`config.mk`:
```
export PLATFORM = sky130hd
export DESIGN_NAME = st_rs_queue_flat
export DESIGN_NICKNAME = d
export VERILOG_FILES = /design/src/rtl/st_rs_queue_pkg.sv /design/src/rtl/st_rs_queue_if.sv /design/src/rtl/st_rs_entry.sv /design/src/rtl/st_rs_queue.sv /design/src/flat_wrapper.sv
export SDC_FILE = /design/constraint.sdc
export NUM_CORES = 2
export LEC_CHECK = 0
export ABC_AREA = 1
export CAP_MARGIN = 0
export CORE_MARGIN = 2
export CORE_UTILIZATION = 52
export CTS_CLUSTER_SIZE = 40
export DETAILED_ROUTE_END_ITERATION = 12
export PLACE_DENSITY = 0.85
export SYNTH_ARGS = -nofsm -noshare
export SYNTH_HDL_FRONTEND = slang
export SYNTH_SLANG_ARGS = --single-unit
```
`constraint.sdc`:
```
create_clock -name clk -period 23.2 [get_ports clk]
set_clock_uncertainty 0.05 [all_clocks]
set_input_delay 2.32 -clock clk [delete_from_list [all_inputs] [get_ports clk]]
set_output_delay 2.32 -clock clk [all_outputs]
set_load 0.05 [all_outputs]
```
`src/rtl/st_rs_queue_pkg.sv`:
```
// Shared constants for the reservation-station family: tag numbering,
// the reserved "operand valid" tag and default datapath widths.
package st_rs_queue_pkg;

  // Datapath defaults shared by every reservation station
  localparam int DW_DEF = 64;
  localparam int TW_DEF = 4;

  // Tag 0 means the operand value is already present
  localparam int NOTAG = 0;

  // First tag owned by each station group; a group owns consecutive tags
  localparam int ADD_TAG_BASE  = 1;
  localparam int MULT_TAG_BASE = 4;
  localparam int LD_TAG_BASE   = 6;
  localparam int ST_TAG_BASE   = 9;

  // Station group identifiers
  typedef enum logic [1:0] {
    RS_ADD,
    RS_MULT,
    RS_LD,
    RS_ST
  } rs_kind_e;

endpackage

```
`src/rtl/st_rs_queue_if.sv`:
```
// Bundle of issue, CDB and memory-side signals of the store queue.
// The slave side is the queue itself; the master side is its environment.
interface st_rs_queue_if import st_rs_queue_pkg::*; #(
  parameter int DW = DW_DEF,
  parameter int TW = TW_DEF
);
  logic          iss_valid;
  logic          iss_ready;
  logic [DW-1:0] iss_vj;
  logic [TW-1:0] iss_qj;
  logic [DW-1:0] iss_vk;
  logic [TW-1:0] iss_qk;
  logic [DW-1:0] iss_offset;
  logic [TW-1:0] iss_tag;
  logic          flush;
  logic          cdb_valid;
  logic [TW-1:0] cdb_id;
  logic [DW-1:0] cdb_data;
  logic          mem_valid;
  logic          mem_ready;
  logic [DW-1:0] mem_addr;
  logic [DW-1:0] mem_data;
  logic [TW-1:0] mem_tag;

  modport master (
    output iss_valid, iss_vj, iss_qj, iss_vk, iss_qk, iss_offset,
    output flush, cdb_valid, cdb_id, cdb_data, mem_ready,
    input  iss_ready, iss_tag, mem_valid, mem_addr, mem_data, mem_tag
  );

  modport slave (
    input  iss_valid, iss_vj, iss_qj, iss_vk, iss_qk, iss_offset,
    input  flush, cdb_valid, cdb_id, cdb_data, mem_ready,
    output iss_ready, iss_tag, mem_valid, mem_addr, mem_data, mem_tag
  );
endinterface

```
`src/rtl/st_rs_entry.sv`:
```
// One store-queue slot: holds store data, base, offset and the two
// producer tags, and snoops the CDB to resolve outstanding operands.
module st_rs_entry import st_rs_queue_pkg::*; #(
  parameter int DW = DW_DEF,
  parameter int TW = TW_DEF
) (
  input  logic          clk,
  input  logic          rst,
  input  logic          flush,
  input  logic          wr_en,
  input  logic          free,
  input  logic [DW-1:0] wr_vj,
  input  logic [TW-1:0] wr_qj,
  input  logic [DW-1:0] wr_vk,
  input  logic [TW-1:0] wr_qk,
  input  logic [DW-1:0] wr_offset,
  input  logic          cdb_valid,
  input  logic [TW-1:0] cdb_id,
  input  logic [DW-1:0] cdb_data,
  output logic          busy,
  output logic          ready,
  output logic [DW-1:0] vj,
  output logic [DW-1:0] vk,
  output logic [DW-1:0] offset
);
  localparam logic [TW-1:0] NO_TAG = TW'(NOTAG);

  logic [TW-1:0] qj;
  logic [TW-1:0] qk;
  logic          hit_j;
  logic          hit_k;
  logic          byp_j;
  logic          byp_k;

  // Tag matches against the broadcast, for stored tags and for issuing tags
  always_comb begin
    hit_j = cdb_valid && (qj != NO_TAG) && (qj == cdb_id);
    hit_k = cdb_valid && (qk != NO_TAG) && (qk == cdb_id);
    byp_j = cdb_valid && (wr_qj != NO_TAG) && (wr_qj == cdb_id);
    byp_k = cdb_valid && (wr_qk != NO_TAG) && (wr_qk == cdb_id);
  end

  assign ready = busy && (qj == NO_TAG) && (qk == NO_TAG);

  // Slot storage: flush beats issue, issue beats release/snoop
  always_ff @(posedge clk or posedge rst) begin
    if (rst) begin
      busy   <= 1'b0;
      qj     <= NO_TAG;
      qk     <= NO_TAG;
      vj     <= '0;
      vk     <= '0;
      offset <= '0;
    end else if (flush) begin
      busy   <= 1'b0;
      qj     <= NO_TAG;
      qk     <= NO_TAG;
      vj     <= '0;
      vk     <= '0;
      offset <= '0;
    end else if (wr_en) begin
      busy   <= 1'b1;
      vj     <= byp_j ? cdb_data : wr_vj;
      qj     <= byp_j ? NO_TAG : wr_qj;
      vk     <= byp_k ? cdb_data : wr_vk;
      qk     <= byp_k ? NO_TAG : wr_qk;
      offset <= wr_offset;
    end else begin
      if (free) begin
        busy <= 1'b0;
      end
      if (busy && hit_j) begin
        vj <= cdb_data;
        qj <= NO_TAG;
      end
      if (busy && hit_k) begin
        vk <= cdb_data;
        qk <= NO_TAG;
      end
    end
  end
endmodule

```
`src/rtl/st_rs_queue.sv`:
```
// In-order store reservation queue: circular buffer of st_rs_entry slots,
// issuing at the tail and releasing only the head to memory.
module st_rs_queue import st_rs_queue_pkg::*; #(
  parameter int DW       = DW_DEF,
  parameter int TW       = TW_DEF,
  parameter int N_ENT    = 4,
  parameter int TAG_BASE = ST_TAG_BASE
) (
  input  logic                         clk,
  input  logic                         rst,
  st_rs_queue_if.slave                 bus,
  output logic [$clog2(N_ENT+1)-1:0]   count
);
  localparam int PW = (N_ENT > 1) ? $clog2(N_ENT) : 1;
  localparam int CW = $clog2(N_ENT+1);

  logic [PW-1:0]    head;
  logic [PW-1:0]    tail;
  logic [PW-1:0]    head_inc;
  logic [PW-1:0]    tail_inc;
  logic             iss_ready_int;
  logic             mem_valid_int;
  logic             head_busy;
  logic             accept;
  logic             dispatch;
  logic [N_ENT-1:0] ent_busy;
  logic [N_ENT-1:0] ent_ready;
  logic [DW-1:0]    ent_vj  [N_ENT];
  logic [DW-1:0]    ent_vk  [N_ENT];
  logic [DW-1:0]    ent_off [N_ENT];

  // Handshake decode and wrapping pointer increments
  always_comb begin
    iss_ready_int = (count < CW'(N_ENT));
    head_busy     = ent_busy[head];
    mem_valid_int = ent_ready[head];
    accept        = bus.iss_valid && iss_ready_int && !bus.flush;
    dispatch      = mem_valid_int && bus.mem_ready && !bus.flush;
    head_inc      = (head == PW'(N_ENT-1)) ? '0 : head + PW'(1);
    tail_inc      = (tail == PW'(N_ENT-1)) ? '0 : tail + PW'(1);
  end

  for (genvar i = 0; i < N_ENT; i++) begin : g_ent
    st_rs_entry #(.DW(DW), .TW(TW)) u_ent (
      .clk       (clk),
      .rst       (rst),
      .flush     (bus.flush),
      .wr_en     (accept && (tail == PW'(i))),
      .free      (dispatch && (head == PW'(i))),
      .wr_vj     (bus.iss_vj),
      .wr_qj     (bus.iss_qj),
      .wr_vk     (bus.iss_vk),
      .wr_qk     (bus.iss_qk),
      .wr_offset (bus.iss_offset),
      .cdb_valid (bus.cdb_valid),
      .cdb_id    (bus.cdb_id),
      .cdb_data  (bus.cdb_data),
      .busy      (ent_busy[i]),
      .ready     (ent_ready[i]),
      .vj        (ent_vj[i]),
      .vk        (ent_vk[i]),
      .offset    (ent_off[i])
    );
  end

  assign bus.iss_ready = iss_ready_int;
  assign bus.iss_tag   = TW'(TAG_BASE) + TW'(tail);
  assign bus.mem_valid = mem_valid_int;
  assign bus.mem_addr  = head_busy ? (ent_vk[head] + ent_off[head]) : '0;
  assign bus.mem_data  = head_busy ? ent_vj[head] : '0;
  assign bus.mem_tag   = head_busy ? (TW'(TAG_BASE) + TW'(head)) : '0;

  // Pointer and occupancy tracking; flush empties the queue outright
  always_ff @(posedge clk or posedge rst) begin
    if (rst) begin
      head  <= '0;
      tail  <= '0;
      count <= '0;
    end else if (bus.flush) begin
      head  <= '0;
      tail  <= '0;
      count <= '0;
    end else begin
      if (accept) begin
        tail <= tail_inc;
      end
      if (dispatch) begin
        head <= head_inc;
      end
      case ({accept, dispatch})
        2'b10:   count <= count + CW'(1);
        2'b01:   count <= count - CW'(1);
        default: count <= count;
      endcase
    end
  end
endmodule
```
`src/flat_wrapper.sv`:
```
// flat-port wrapper written by rule: the top's interface ports become plain ports
module st_rs_queue_flat import st_rs_queue_pkg::*;
#(
  parameter int DW       = DW_DEF,
  parameter int TW       = TW_DEF,
  parameter int N_ENT    = 4,
  parameter int TAG_BASE = ST_TAG_BASE
)
  (clk, rst, count, bus_iss_valid, bus_iss_vj, bus_iss_qj, bus_iss_vk, bus_iss_qk, bus_iss_offset, bus_flush, bus_cdb_valid, bus_cdb_id, bus_cdb_data, bus_mem_ready, bus_iss_ready, bus_iss_tag, bus_mem_valid, bus_mem_addr, bus_mem_data, bus_mem_tag);
  st_rs_queue_if #(.DW(DW), .TW(TW)) bus_i ();
  input  logic clk;
  input  logic rst;
  output logic [$clog2(N_ENT+1)-1:0] count;
  input wire logic [$bits(bus_i.iss_valid)-1:0] bus_iss_valid;
  input wire logic [$bits(bus_i.iss_vj)-1:0] bus_iss_vj;
  input wire logic [$bits(bus_i.iss_qj)-1:0] bus_iss_qj;
  input wire logic [$bits(bus_i.iss_vk)-1:0] bus_iss_vk;
  input wire logic [$bits(bus_i.iss_qk)-1:0] bus_iss_qk;
  input wire logic [$bits(bus_i.iss_offset)-1:0] bus_iss_offset;
  input wire logic [$bits(bus_i.flush)-1:0] bus_flush;
  input wire logic [$bits(bus_i.cdb_valid)-1:0] bus_cdb_valid;
  input wire logic [$bits(bus_i.cdb_id)-1:0] bus_cdb_id;
  input wire logic [$bits(bus_i.cdb_data)-1:0] bus_cdb_data;
  input wire logic [$bits(bus_i.mem_ready)-1:0] bus_mem_ready;
  output wire logic [$bits(bus_i.iss_ready)-1:0] bus_iss_ready;
  output wire logic [$bits(bus_i.iss_tag)-1:0] bus_iss_tag;
  output wire logic [$bits(bus_i.mem_valid)-1:0] bus_mem_valid;
  output wire logic [$bits(bus_i.mem_addr)-1:0] bus_mem_addr;
  output wire logic [$bits(bus_i.mem_data)-1:0] bus_mem_data;
  output wire logic [$bits(bus_i.mem_tag)-1:0] bus_mem_tag;
  assign bus_i.iss_valid = bus_iss_valid;
  assign bus_i.iss_vj = bus_iss_vj;
  assign bus_i.iss_qj = bus_iss_qj;
  assign bus_i.iss_vk = bus_iss_vk;
  assign bus_i.iss_qk = bus_iss_qk;
  assign bus_i.iss_offset = bus_iss_offset;
  assign bus_i.flush = bus_flush;
  assign bus_i.cdb_valid = bus_cdb_valid;
  assign bus_i.cdb_id = bus_cdb_id;
  assign bus_i.cdb_data = bus_cdb_data;
  assign bus_i.mem_ready = bus_mem_ready;
  assign bus_iss_ready = bus_i.iss_ready;
  assign bus_iss_tag = bus_i.iss_tag;
  assign bus_mem_valid = bus_i.mem_valid;
  assign bus_mem_addr = bus_i.mem_addr;
  assign bus_mem_data = bus_i.mem_data;
  assign bus_mem_tag = bus_i.mem_tag;
  st_rs_queue #(.DW(DW), .TW(TW), .N_ENT(N_ENT), .TAG_BASE(TAG_BASE)) u_core (.clk(clk), .rst(rst), .bus(bus_i), .count(count));
endmodule
```
==> impl_metrics.toml <==
[run_status]
status = "finished, final reports clean"

[critical_path]
cp_common_cell = "nand2_1"
timing.reg2reg.setup_slack_ns = 18.90
critical_path.cell_chain = "buf_4, buf_4, o21ai_0, o22ai_1, ha_1, nand2_1, inv_1, a21oi_1, nand2_1, nand2_1, nand2_1, nand2_1, nand2_1, nand2_1, inv_1, nor2_1, nor2_1, nor2_1, clkdlybuf4s50_1"
worstPathMaxFanout = 92
critical_path.startpoint_type = "register"
end_kind = "output port"
r2r-end = "u_core.g_ent[0].u_ent.vj[44]"
crit_arrival_ns = 6.89
slowest_stage_cell_on_the_critical_path = "dfrtp_4"
critical-path-max-stage-delay_ns = 0.88
crit_path_category = "reg2out"
regToRegStartpoint = "u_core.tail[0]"
ff2ff_path_depth = 10
worst_ep_required_time_ns = 20.83

[synthesis]
yosys-top-cells-area = "dfrtp_1, nand2_1, o21ai_0"
synthSimpleGateAreaFrac = 0.270
synth-seq-cells = 811
synth.yosys.warnings = 0
synth_largest_type_area_fraction = 0.421
postSynthAreaPerCell_um2 = 6.80
yosysUniqueCellTypes = 43
multiplexer_share_of_the_synthesized_area = 0
synth.largest_area_cell = "dfrtp_1"
synthXorXnorAreaFrac = 0.00273
synth-adder-area-share = 0.0193
syn-cell-area_um2 = 48200
synth_compound_area_frac = 0.203
main_combinational_cell_family_by_area_after_synthesis = "simple AND/OR/NAND/NOR gates"
seq_area_frac_synth = 0.421
nets_in_the_synthesized_netlist = 7434
synth_cells = 7087

[clocking]
clkSlewWorstSetupHoldPaths_ns = 0.06
clock_tree_from_tritoncts = "yes"
clkLatencyLatePin_ns = 0.67
cts_hold_buffers = 0
ctsHtreeMaxLevel = 3
cts_buffers = 87
ctsRootBufferMaster = "clkbuf_16"
cts_buffer_depth = 3
cts_repair_resize_count = 0
cts_num_sinks = 811
post_cts.repair.setup_buffers = 0

[grt]
grt_pass1_vias = 49200
number_of_antenna_violations_at_the_first_check_in_global_routing = 5
wire_length_of_the_first_global_routing_pass_um = 284000
grt_start_max_net_pins = 186
grt_use_total = 0.385
grt_overflow_total = 0

[route]
route.antenna.remaining_nets = 0
routed_wire_length_per_instance_um = 21.9
dr.pass1.iters = 8
wirelength_um = 186000
detailroute.via_count = 51800
dr.first_iter.drc_count = 7827
routed_via_density = 6.08
drc = 0

[timing]
hold_violations = 0
post-route-min-period_ns = 9.26
timing.slew.headroom = 0.126
rsz0062_at_grt = "no"
final.setup.tns_ns = 0
fmax_ghz = 0.108
report.final.slew_viol_count = 0
layout_worst_path_cycle_share = 0.399
setup_viol = 0
timing_worst_slew_pin_value_ns = 1.31

[power]
power.share.switching = 0.363
comb_power_frac = 0.285
pwr_density_cell_nw_per_um2 = 76.6
leakage_uw = 0.0272
pwr-share-clk = 0.337
netSwitchingPower_uw = 1540
ir_worst_vdd_mv = 0.0539
power_frac_seq = 0.378
power_report.internal_total_uw = 2700

[die]
dieHeight_um = 308
total_core_area_um2 = 91800
placement_rows = 111
ioPinCount = 415
dieWidth_um = 308
floorplan.initialDensity = 0.525
die-area_um2 = 95100

[final_layout]
post-route-util = 0.603
drive_above_1_share = 0.0468
layout.nets = 7552
syn2layout_area_growth_pct = 15.0

[placement]
placement.io_buffers = 413
dp.final_hpwl_um = 116000
gpl.final_weighted_congestion = 1.15

[hold_path]
worstHoldEndpoint = "u_core.g_ent[2].u_ent.offset[58]"
worst_min_delay_path_category = "reg2reg"
worstHoldPathCells = 2
min-delay-start = "u_core.g_ent[2].u_ent.offset[58]"

[run]
timing.max_cap.violations = 0
-- cells in the final DEF, fill, tap and decap left out, types with 4 or more instances in the layout --
cell type and count:
nor2_1 1043, clkdlybuf4s50_1 413, nand3_1 58, o21ai_0 957
nand3b_1 6, o21ai_1 279, clkbuf_1 22, o21ai_2 113
ha_1 71, clkbuf_16 90, clkbuf_8 19, inv_1 534
dfrtp_1 809, a21oi_1 188, nand2_4 8, xnor2_1 12
buf_4 50, nand4_1 16, bufinv_16 4, buf_12 4
inv_2 12, o21bai_1 7, nand2_1 2237, clkinv_2 12
nor3_1 18, o22ai_1 234, a211oi_1 4
-- stage by stage --
stage / hold slack, ns / worst slack (ns) / cell area (µm²) / std cells / power (µW)
5_1_grt: 0.444 / 13.72 / 55400 / 8514 / 4390
3_3_place_gp: 0.410 / 14.89 / 52500 / 8359 / 2770
4_1_cts: 0.432 / 14.20 / 55400 / 8514 / 4200
2_1_floorplan: 0.398 / 9.70 / 48200 / 7087 / 2360
3_5_place_dp: 0.418 / 14.91 / 52500 / 8359 / 2790
6_report: 0.429 / 13.94 / 55400 / 8515 / 4240
-- sequential cells by signal, summed over array words and instances, names as in the netlist --
register and cells:
u_core.g_ent.u_ent.qj 16, u_core.g_ent.u_ent.qk 16, u_core.head 2, u_core.tail 2, u_core.g_ent.u_ent.offset 256, u_core.g_ent.u_ent.vj 256, u_core.count 3, u_core.g_ent.u_ent.vk 256
u_core.g_ent.u_ent.busy 4
-- Yosys cell counts --
library cell and number:
nand3_1 58, nand4_2 1, a21boi_0 3, dfrtp_1 811, clkbuf_1 203, buf_1 81
o22ai_1 234, buf_2 112, o21a_1 1, nand4_1 16, a21o_1 1, fa_1 2
and2_1 2, o21ai_1 279, a221oi_1 2, nor2_1 1044, xor2_1 3, buf_4 31
and3_1 2, o21ai_0 957, ha_1 71, nor2_4 1, inv_2 13, o21ai_4 1
inv_4 2, nand3_2 1, o21bai_1 7, a32oi_1 3, nand3b_1 6, nand2_2 4
a211oi_1 4, o21ai_2 113, nand2_4 2, nor3_1 18, o211ai_1 1, conb_1 1
inv_1 538, a21oi_1 188, nor4_1 3, nand2_1 2243, buf_6 11, xnor2_1 12
nor2_2 1
-- power groups by stage --
stage	logic (µW)	clock network, µW	registers [µW]
final	1210	1430	1600
after global routing	1290	1480	1610
after CTS	1170	1430	1600
after detailed placement	1160	0	1620
after global placement	1150	0	1620
after floorplan	745	0	1610
-- critical path, delay by kind of cell (launching register included) --
kind	cells	cell delay [ns]
buf+inv	5	2.64
fa+ha+maj	1	0.31
compound gates	3	0.51
simple gates	10	1.76
flops	1	0.88
-- worst max-delay path by stage --
| stage | startpoint | to |
|---|---|---|
| after global routing | u_core.head[0] | bus_mem_addr[52] |
| after global placement | u_core.head[0] | bus_mem_addr[53] |
| after floorplan | rst | u_core.count[0] |
| after detailed placement | u_core.head[0] | bus_mem_addr[53] |
| after CTS | u_core.head[0] | bus_mem_addr[52] |
| final | u_core.head[0] | bus_mem_addr[52] |
-- layout make-up --
class / instances / area (µm²)
Antenna cell: 1 / 2.50
Clock buffer: 131 / 2600
Clock inverter: 24 / 292
Fill cell: 8032 / 36400
Inverter: 553 / 2100
Multi-Input combinational cell: 5285 / 24000
Sequential cell: 811 / 20300
Tap cell: 1243 / 1560
Timing Repair Buffer: 467 / 4590
-- metal layers --
layer / up-vias / track usage / share of wire
met5: - / 0 / 0.00029
met4: 8 / 0.219 / 0.063
met3: 774 / 0.115 / 0.15
met2: 4044 / 0.568 / 0.43
met1: 24000 / 0.503 / 0.37
li1: 23000 / - / -
-- cell families (layout without fill, tap and decap cells) --
kind of cell / count (synthesis) / in the layout
other: 1 / 2
AO/OA/AOI/OAI: 1794 / 1794
flip-flops: 811 / 811
AND/OR/NAND/NOR: 3402 / 3402
adder cells (fa/ha/maj): 73 / 73
buffers and inverters: 991 / 1175
XOR/XNOR: 15 / 15
(Power assumes the default switching activity.)
